`src/rtl/instr_encode_loader_pkg.sv`:
```
// Shared types for the RV32I instruction encode/loader: opcodes, error codes,
// loader states, packer field tuple and per-format immediate ranges.
package instr_encode_loader_pkg;

  localparam int unsigned WORD_W = 32;
  localparam int unsigned OPC_W  = 7;
  localparam int unsigned REG_W  = 5;
  localparam int unsigned F3_W   = 3;
  localparam int unsigned F7_W   = 7;

  typedef enum logic [OPC_W-1:0] {
    OPC_LOAD   = 7'b0000011,
    OPC_FENCE  = 7'b0001111,
    OPC_OP_IMM = 7'b0010011,
    OPC_AUIPC  = 7'b0010111,
    OPC_STORE  = 7'b0100011,
    OPC_OP     = 7'b0110011,
    OPC_LUI    = 7'b0110111,
    OPC_BRANCH = 7'b1100011,
    OPC_JALR   = 7'b1100111,
    OPC_JAL    = 7'b1101111,
    OPC_SYSTEM = 7'b1110011
  } opcode_t;

  typedef logic signed [WORD_W-1:0] imm_t;

  typedef enum logic [1:0] {
    ERR_NONE   = 2'd0,
    ERR_OPCODE = 2'd1,
    ERR_IMM    = 2'd2,
    ERR_FULL   = 2'd3
  } enc_err_t;

  typedef enum logic [1:0] {
    ST_IDLE  = 2'd0,
    ST_LOAD  = 2'd1,
    ST_DONE  = 2'd2,
    ST_ERROR = 2'd3
  } loader_state_t;

  // Decoded field tuple as presented to the packer
  typedef struct packed {
    opcode_t          opcode;
    logic [REG_W-1:0] rd;
    logic [REG_W-1:0] rs1;
    logic [REG_W-1:0] rs2;
    logic [F3_W-1:0]  funct3;
    logic [F7_W-1:0]  funct7;
    imm_t             imm;
  } enc_fields_t;

  localparam int IMM_I_MIN = -2048;
  localparam int IMM_I_MAX = 2047;
  localparam int IMM_B_MIN = -4096;
  localparam int IMM_B_MAX = 4094;
  localparam int IMM_J_MIN = -(1 << 20);
  localparam int IMM_J_MAX = (1 << 20) - 2;

endpackage

```
`src/rtl/instr_encode_loader_if.sv`:
```
// Tuple stream, instruction-memory write port and status of the loader.
interface instr_encode_loader_if
  import instr_encode_loader_pkg::*;
#(
  parameter int unsigned ADDR_W = 10
) ();

  logic              start;
  logic              in_valid;
  logic              in_ready;
  opcode_t           in_opcode;
  logic [REG_W-1:0]  in_rd;
  logic [REG_W-1:0]  in_rs1;
  logic [REG_W-1:0]  in_rs2;
  logic [F3_W-1:0]   in_funct3;
  logic [F7_W-1:0]   in_funct7;
  imm_t              in_imm;
  logic              in_last;
  logic              mem_we;
  logic [ADDR_W-1:0] mem_addr;
  logic [WORD_W-1:0] mem_wdata;
  logic              mem_ready;
  logic              busy;
  logic              done;
  logic              err;
  enc_err_t          err_code;
  logic [ADDR_W:0]   word_count;

  modport master (
    output start, in_valid, in_opcode, in_rd, in_rs1, in_rs2, in_funct3, in_funct7,
           in_imm, in_last, mem_ready,
    input  in_ready, mem_we, mem_addr, mem_wdata, busy, done, err, err_code, word_count
  );

  modport slave (
    input  start, in_valid, in_opcode, in_rd, in_rs1, in_rs2, in_funct3, in_funct7,
           in_imm, in_last, mem_ready,
    output in_ready, mem_we, mem_addr, mem_wdata, busy, done, err, err_code, word_count
  );

endinterface

```
`src/rtl/instr_encode_loader_field_packer.sv`:
```
// Combinational RV32I field tuple -> 32-bit instruction word plus legality code.
module instr_field_packer
  import instr_encode_loader_pkg::*;
(
  input  enc_fields_t        fields,
  output logic [WORD_W-1:0]  word_c,
  output enc_err_t           err_c
);

  always_comb begin
    word_c = '0;
    err_c  = ERR_NONE;
    case (fields.opcode)
      OPC_OP: begin
        word_c = {fields.funct7, fields.rs2, fields.rs1, fields.funct3, fields.rd, fields.opcode};
      end
      OPC_OP_IMM, OPC_LOAD, OPC_JALR, OPC_FENCE, OPC_SYSTEM: begin
        word_c = {fields.imm[11:0], fields.rs1, fields.funct3, fields.rd, fields.opcode};
        if (fields.imm < IMM_I_MIN || fields.imm > IMM_I_MAX) err_c = ERR_IMM;
      end
      OPC_STORE: begin
        word_c = {fields.imm[11:5], fields.rs2, fields.rs1, fields.funct3, fields.imm[4:0],
                  fields.opcode};
        if (fields.imm < IMM_I_MIN || fields.imm > IMM_I_MAX) err_c = ERR_IMM;
      end
      OPC_BRANCH: begin
        word_c = {fields.imm[12], fields.imm[10:5], fields.rs2, fields.rs1, fields.funct3,
                  fields.imm[4:1], fields.imm[11], fields.opcode};
        if (fields.imm < IMM_B_MIN || fields.imm > IMM_B_MAX || fields.imm[0]) err_c = ERR_IMM;
      end
      OPC_LUI, OPC_AUIPC: begin
        word_c = {fields.imm[31:12], fields.rd, fields.opcode};
        if (fields.imm[11:0] != 12'h000) err_c = ERR_IMM;
      end
      OPC_JAL: begin
        word_c = {fields.imm[20], fields.imm[10:1], fields.imm[11], fields.imm[19:12],
                  fields.rd, fields.opcode};
        if (fields.imm < IMM_J_MIN || fields.imm > IMM_J_MAX || fields.imm[0]) err_c = ERR_IMM;
      end
      default: err_c = ERR_OPCODE;
    endcase
  end

endmodule

```
`src/rtl/instr_encode_loader.sv`:
```
// Accepts decoded RV32I tuples, encodes them and writes them sequentially into
// instruction memory, tracking address, write count and load errors.
module instr_encode_loader
  import instr_encode_loader_pkg::*;
#(
  parameter int unsigned ADDR_W    = 10,
  parameter int unsigned BASE_ADDR = 0
) (
  input logic                  clk,
  input logic                  rst_n,
  instr_encode_loader_if.slave bus
);

  localparam int unsigned       CNT_W     = ADDR_W + 1;
  localparam logic [ADDR_W-1:0] BASE      = ADDR_W'(BASE_ADDR);
  localparam logic [ADDR_W-1:0] LAST_ADDR = '1;

  loader_state_t     state_q, state_n;
  logic              we_q, we_n;
  logic [ADDR_W-1:0] addr_q, addr_n;
  logic [WORD_W-1:0] wdata_q, wdata_n;
  logic [CNT_W-1:0]  count_q, count_n;
  enc_err_t          err_code_q, err_code_n;
  logic              full_q, full_n;
  logic              last_q, last_n;
  logic              busy_q, done_q, err_q;

  enc_fields_t       fields;
  logic [WORD_W-1:0] word_c;
  enc_err_t          pack_err_c;
  logic              in_ready_c;
  logic              accept_c;
  logic              write_done_c;
  logic              full_c;

  assign fields = '{opcode: bus.in_opcode, rd: bus.in_rd, rs1: bus.in_rs1, rs2: bus.in_rs2,
                    funct3: bus.in_funct3, funct7: bus.in_funct7, imm: bus.in_imm};

  instr_field_packer u_packer (
    .fields (fields),
    .word_c (word_c),
    .err_c  (pack_err_c)
  );

  assign in_ready_c   = (state_q == ST_LOAD) && (!we_q || bus.mem_ready);
  assign accept_c     = bus.in_valid && in_ready_c;
  assign write_done_c = we_q && bus.mem_ready;
  // Full also covers the top address completing in the same cycle as the next accept
  assign full_c       = full_q || (write_done_c && addr_q == LAST_ADDR);

  always_ff @(posedge clk or negedge rst_n) begin
    if (!rst_n) state_q <= ST_IDLE;
    else        state_q <= state_n;
  end

  always_comb begin
    state_n    = state_q;
    we_n       = we_q;
    addr_n     = addr_q;
    wdata_n    = wdata_q;
    count_n    = count_q;
    err_code_n = err_code_q;
    full_n     = full_q;
    last_n     = last_q;
    if (bus.start) begin
      // start wins over everything and drops any pending write
      state_n    = ST_LOAD;
      we_n       = 1'b0;
      addr_n     = BASE;
      count_n    = '0;
      err_code_n = ERR_NONE;
      full_n     = 1'b0;
      last_n     = 1'b0;
    end else if (state_q == ST_LOAD) begin
      if (write_done_c) begin
        we_n    = 1'b0;
        addr_n  = addr_q + ADDR_W'(1);
        count_n = count_q + CNT_W'(1);
        last_n  = 1'b0;
        if (addr_q == LAST_ADDR) full_n = 1'b1;
        if (last_q) state_n = ST_DONE;
      end
      if (accept_c) begin
        if (pack_err_c != ERR_NONE) begin
          err_code_n = pack_err_c;
          state_n    = ST_ERROR;
        end else if (full_c) begin
          err_code_n = ERR_FULL;
          state_n    = ST_ERROR;
        end else begin
          we_n    = 1'b1;
          wdata_n = word_c;
          last_n  = bus.in_last;
        end
      end
    end
  end

  always_ff @(posedge clk or negedge rst_n) begin
    if (!rst_n) begin
      we_q       <= 1'b0;
      addr_q     <= BASE;
      wdata_q    <= '0;
      count_q    <= '0;
      err_code_q <= ERR_NONE;
      full_q     <= 1'b0;
      last_q     <= 1'b0;
      busy_q     <= 1'b0;
      done_q     <= 1'b0;
      err_q      <= 1'b0;
    end else begin
      we_q       <= we_n;
      addr_q     <= addr_n;
      wdata_q    <= wdata_n;
      count_q    <= count_n;
      err_code_q <= err_code_n;
      full_q     <= full_n;
      last_q     <= last_n;
      busy_q     <= (state_n == ST_LOAD);
      done_q     <= (state_n == ST_DONE);
      err_q      <= (state_n == ST_ERROR);
    end
  end

  assign bus.in_ready   = in_ready_c;
  assign bus.mem_we     = we_q;
  assign bus.mem_addr   = addr_q;
  assign bus.mem_wdata  = wdata_q;
  assign bus.word_count = count_q;
  assign bus.err_code   = err_code_q;
  assign bus.busy       = busy_q;
  assign bus.done       = done_q;
  assign bus.err        = err_q;

endmodule

```
`src/flat_wrapper.sv`:
```
// flat-port wrapper written by rule: the top's interface ports become plain ports
module instr_encode_loader_flat import instr_encode_loader_pkg::*;
#(
  parameter int unsigned ADDR_W    = 10,
  parameter int unsigned BASE_ADDR = 0
)
  (clk, rst_n, bus_start, bus_in_valid, bus_in_opcode, bus_in_rd, bus_in_rs1, bus_in_rs2, bus_in_funct3, bus_in_funct7, bus_in_imm, bus_in_last, bus_mem_ready, bus_in_ready, bus_mem_we, bus_mem_addr, bus_mem_wdata, bus_busy, bus_done, bus_err, bus_err_code, bus_word_count);
  instr_encode_loader_if #(.ADDR_W(ADDR_W)) bus_i ();
  input logic clk;
  input logic rst_n;
  input wire logic [$bits(bus_i.start)-1:0] bus_start;
  input wire logic [$bits(bus_i.in_valid)-1:0] bus_in_valid;
  input wire logic [$bits(bus_i.in_opcode)-1:0] bus_in_opcode;
  input wire logic [$bits(bus_i.in_rd)-1:0] bus_in_rd;
  input wire logic [$bits(bus_i.in_rs1)-1:0] bus_in_rs1;
  input wire logic [$bits(bus_i.in_rs2)-1:0] bus_in_rs2;
  input wire logic [$bits(bus_i.in_funct3)-1:0] bus_in_funct3;
  input wire logic [$bits(bus_i.in_funct7)-1:0] bus_in_funct7;
  input wire logic [$bits(bus_i.in_imm)-1:0] bus_in_imm;
  input wire logic [$bits(bus_i.in_last)-1:0] bus_in_last;
  input wire logic [$bits(bus_i.mem_ready)-1:0] bus_mem_ready;
  output wire logic [$bits(bus_i.in_ready)-1:0] bus_in_ready;
  output wire logic [$bits(bus_i.mem_we)-1:0] bus_mem_we;
  output wire logic [$bits(bus_i.mem_addr)-1:0] bus_mem_addr;
  output wire logic [$bits(bus_i.mem_wdata)-1:0] bus_mem_wdata;
  output wire logic [$bits(bus_i.busy)-1:0] bus_busy;
  output wire logic [$bits(bus_i.done)-1:0] bus_done;
  output wire logic [$bits(bus_i.err)-1:0] bus_err;
  output wire logic [$bits(bus_i.err_code)-1:0] bus_err_code;
  output wire logic [$bits(bus_i.word_count)-1:0] bus_word_count;
  assign bus_i.start = bus_start;
  assign bus_i.in_valid = bus_in_valid;
  assign bus_i.in_opcode = bus_in_opcode;
  assign bus_i.in_rd = bus_in_rd;
  assign bus_i.in_rs1 = bus_in_rs1;
  assign bus_i.in_rs2 = bus_in_rs2;
  assign bus_i.in_funct3 = bus_in_funct3;
  assign bus_i.in_funct7 = bus_in_funct7;
  assign bus_i.in_imm = bus_in_imm;
  assign bus_i.in_last = bus_in_last;
  assign bus_i.mem_ready = bus_mem_ready;
  assign bus_in_ready = bus_i.in_ready;
  assign bus_mem_we = bus_i.mem_we;
  assign bus_mem_addr = bus_i.mem_addr;
  assign bus_mem_wdata = bus_i.mem_wdata;
  assign bus_busy = bus_i.busy;
  assign bus_done = bus_i.done;
  assign bus_err = bus_i.err;
  assign bus_err_code = bus_i.err_code;
  assign bus_word_count = bus_i.word_count;
  instr_encode_loader #(.ADDR_W(ADDR_W), .BASE_ADDR(BASE_ADDR)) u_core (.clk(clk), .rst_n(rst_n), .bus(bus_i));
endmodule
```
`config.mk`:
```
export PLATFORM = sky130hd
export DESIGN_NAME = instr_encode_loader_flat
export DESIGN_NICKNAME = d
export VERILOG_FILES = /design/src/rtl/instr_encode_loader_pkg.sv /design/src/rtl/instr_encode_loader_if.sv /design/src/rtl/instr_encode_loader_field_packer.sv /design/src/rtl/instr_encode_loader.sv /design/src/flat_wrapper.sv
export SDC_FILE = /design/constraint.sdc
export NUM_CORES = 1
export LEC_CHECK = 0
export CAP_MARGIN = 5
export CORE_MARGIN = 2
export CORE_UTILIZATION = 35
export CTS_BUF_LIST = sky130_fd_sc_hd__clkbuf_4 sky130_fd_sc_hd__clkbuf_8
export CTS_CLUSTER_DIAMETER = 100
export DETAILED_ROUTE_END_ITERATION = 8
export HOLD_SLACK_MARGIN = 0.08
export PLACE_DENSITY = 0.77
export SLEW_MARGIN = 0
export SYNTH_ARGS = -nofsm -noshare
export SYNTH_HDL_FRONTEND = slang
export SYNTH_SLANG_ARGS = --single-unit
```
`constraint.sdc`:
```
create_clock -name clk -period 6.2 [get_ports clk]
set_clock_uncertainty 0.1 [all_clocks]
set_input_delay 0.62 -clock clk [delete_from_list [all_inputs] [get_ports clk]]
set_output_delay 0.62 -clock clk [all_outputs]
set_load 0.01 [all_outputs]
```
==> out/metrics.yaml <==
sta:
  hold_viol: 0
  fmax_mhz: 244
  maxSlewViolCount: 0
  layout_min_cycle_time_ps: 4090
  rsz0062_at_grt: "no"
  worstMarginPinSlew_ps: 1060
  slew_headroom_pct: 29.6
  setup_viol: 0
  period_share_pct: 66.0
  tns_ps: 0
job:
  maxCapViolations: 0
drt:
  topRoutingLayerUsed: "met4"
  wl_met1_um: 4460
  detail-route-antenna-nets: 0
  wirelength_um: 10600
  wl_met3_um: 883
  vias: 3506
  wl_met2_um: 4920
  wl_per_cell_um: 16.7
  via_per_inst: 5.51
  drt_pass1_iterations: 9
  first_iter_violations: 263
  drc: 5
global_route:
  grt_pass1_wl_um: 16800
  grt_overflow: 0
  antenna_found_initial: 0
  grt_pass1_vias: 3462
  grt_usage_pct: 20.7
  grt_max_degree: 64
status:
  violations: "design-rule violations"
  outcome: "complete, but fails checks"
place:
  dp_hpwl_um: 7890
  io_buffer_count: 129
  gp_congestion: 0.877
  place_area_um2: 4780
die:
  die_width_um: 102
  die_area_um2: 10500
  ios: 130
  die_h_um: 102
  core_area_um2: 9330
  initial_core_util_pct: 36.2
  fp-row-count: 35
pwr:
  p_int_mw: 0.947
  power.share.clock_pct: 33.3
  p_comb_share_pct: 27.0
  finalPower_mw: 1.31
  switching_share_pct: 27.6
  seq_power_share_pct: 39.7
  power_density_nw_per_um2: 260
  leakage_nw: 1.99
  vdd.ir_drop.worst_uv: 111
  power_switching_mw: 0.361
layout:
  stdcell_area_um2: 5020
  final_nets: 574
  syn_to_final_growth_pct: 48.6
  diodes: 0
  fillers: 864
  final_layout_size_suffix_gt1_share_pct: 5.52
  layout.area.seq_um2: 1580
  multi_input_area_um2: 1690
cts:
  cts_setup_buffers: 0
  cts_made_buffers: 9
  clockRootBuffer: "clkbuf_8"
  clk_latency_ps: 340
  cts_max_level: 3
  cts.path.max_buffers: 2
  cts_tree: "done"
  post_cts_resize_count: 0
  clkTransAtPathRegs_ps: 70
  cts_hold_buf: 0
  cts_sinks: 63
yosys:
  synth_nets: 450
  yosysWarnings: 0
  synth_cell_types: 47
  avgSynthCellArea_um2: 8.94
  yosysSeqAreaShare_pct: 46.6
  synth_edf_count: 0
  netlist_area_um2: 3380
  netlist_instances: 378
  ys_seq_elements: 63
  ys_async_sr_fraction_pct: 100
  ys_dominant_reg_cell: "dfrtp_1"
worst_setup_path:
  cp-start-kind: "input pin"
  required_ps: 6360
  endpoint_kind: "flip-flop"
  crit_arrival_ps: 4250
  crit_fanout: 42
  crit_type: "in2reg"
hold_path:
  hp-class: "in2async"
==> power groups by stage <==
stage               clock, mW  combinational (mW)  sequential [mW]
floorplan                   0              0.0914            0.556
global placement            0               0.346            0.527
detailed placement          0               0.354            0.526
CTS                     0.447               0.356            0.520
global route            0.473               0.383            0.528
finish                  0.435               0.353            0.519
==> kinds of logic after synthesis <==
family | count (synthesis) | synth area share (%)
flops | 63 | 46.6
simple gates | 157 | 22.6
xor+xnor | 15 | 3.89
buf+inv | 30 | 3.48
mux | 4 | 1.26
compound gates | 107 | 21.4
fa+ha+maj | 2 | 0.740
==> placed cells by master, fill, tap and decap left out, types with 3 or more instances in the layout <==
master           synthesis  final
xnor2_1                  3      3
or3_1                    7      7
nor4_1                   9      9
a21oi_1                 44     44
nor2_1                  59     59
and3_1                   3      3
o21ai_0                 11     11
nand2_1                 23     23
clkdlybuf4s50_1          0    128
buf_4                    0      4
a211oi_1                 4      4
dfrtp_1                 63     63
clkbuf_8                 0      9
nand3_1                 14     14
inv_1                   10     10
a222oi_1                12     12
nand2b_1                 3      3
or2_2                    4      4
and2_1                   5      5
a22oi_1                 14     14
nand4_1                 17     17
clkinv_4                 0      3
bufinv_16                0      3
nor3_1                   6      6
xor2_1                  12     12
==> cell usage after synthesis, drive strengths merged (3+ instances only) <==
cell	n	area, um2
a211oi	4	30.0
a21oi	44	220
a222oi	12	120
a22oi	14	105
and2	5	31.3
and3	3	18.8
buf	6	27.5
clkbuf	14	52.6
dfrtp	63	1580
inv	10	37.5
nand2	23	86.3
nand2b	3	18.8
nand3	14	70.1
nand4	17	106
nor2	59	221
nor3	6	30.0
nor4	9	56.3
o21ai	13	65.1
or2	4	25.0
or3	7	43.8
xnor2	3	26.3
xor2	12	105
==> worst max-delay path, stage by stage <==
cell and delay [ps]:
clkdlybuf4s50_1 450, nor4_1 420, nand3_1 190, or4_1 530
a32o_1 320, a2111oi_4 960, buf_4 510, nor2_1 90
a31oi_1 140
==> path summary, 6_finish.rpt <==
check,slack [ps],endpoint,cells past startpoint,start
max in group asynchronous,5140,u_core.bus.mem_wdata[25],2,rst_n
worst max-delay path,2110,u_core.bus.mem_wdata[20],9,bus_in_imm[30]
min in group clk,370,u_core.bus.mem_wdata[0],1,u_core.bus.mem_wdata[0]
worst max register to register,3020,u_core.bus.mem_wdata[20],8,u_core.state_q[1]
worst min-delay path,350,u_core.bus.mem_addr[5],2,rst_n
worst min register to register,370,u_core.bus.mem_wdata[0],1,u_core.bus.mem_wdata[0]
==> layout make-up <==
type	count	area share, %
multi-input cells	285	33.6
inverters	10	0.747
repair buffers	133	26.2
clock inverters	7	2.42
clock buffers	9	2.47
well taps	129	3.21
flip-flops and latches	63	31.4
==> metal layers <==
layer  vias up  global-route usage (%)
li1       1652                       -
met1      1666                    26.9
met2       159                    31.6
met3        29                    6.36
met4         0                    9.54
met5         -                       0
==> state kept, by name (all words and copies together), names as in the netlist <==
| name | flops |
|---|---|
| u_core.bus.done | 1 |
| u_core.bus.busy | 1 |
| u_core.bus.err | 1 |
| u_core.full_q | 1 |
| u_core.bus.mem_addr | 10 |
| u_core.bus.mem_wdata | 32 |
| u_core.bus.word_count | 11 |
| u_core.bus.err_code | 2 |
| u_core.last_q | 1 |
| u_core.bus.mem_we | 1 |
| u_core.state_q | 2 |
==> metrics by stage <==
step	hold WS, ps	utilization, %	worst slack (ps)	std cells
floorplan	224	-	3340	378
global placement	360	51.2	1920	620
detailed placement	357	51.2	1770	620
CTS	367	53.9	2120	636
global route	399	53.9	1800	636
finish	354	53.9	2110	636
Note: power is estimated with default switching activity, not from simulation.
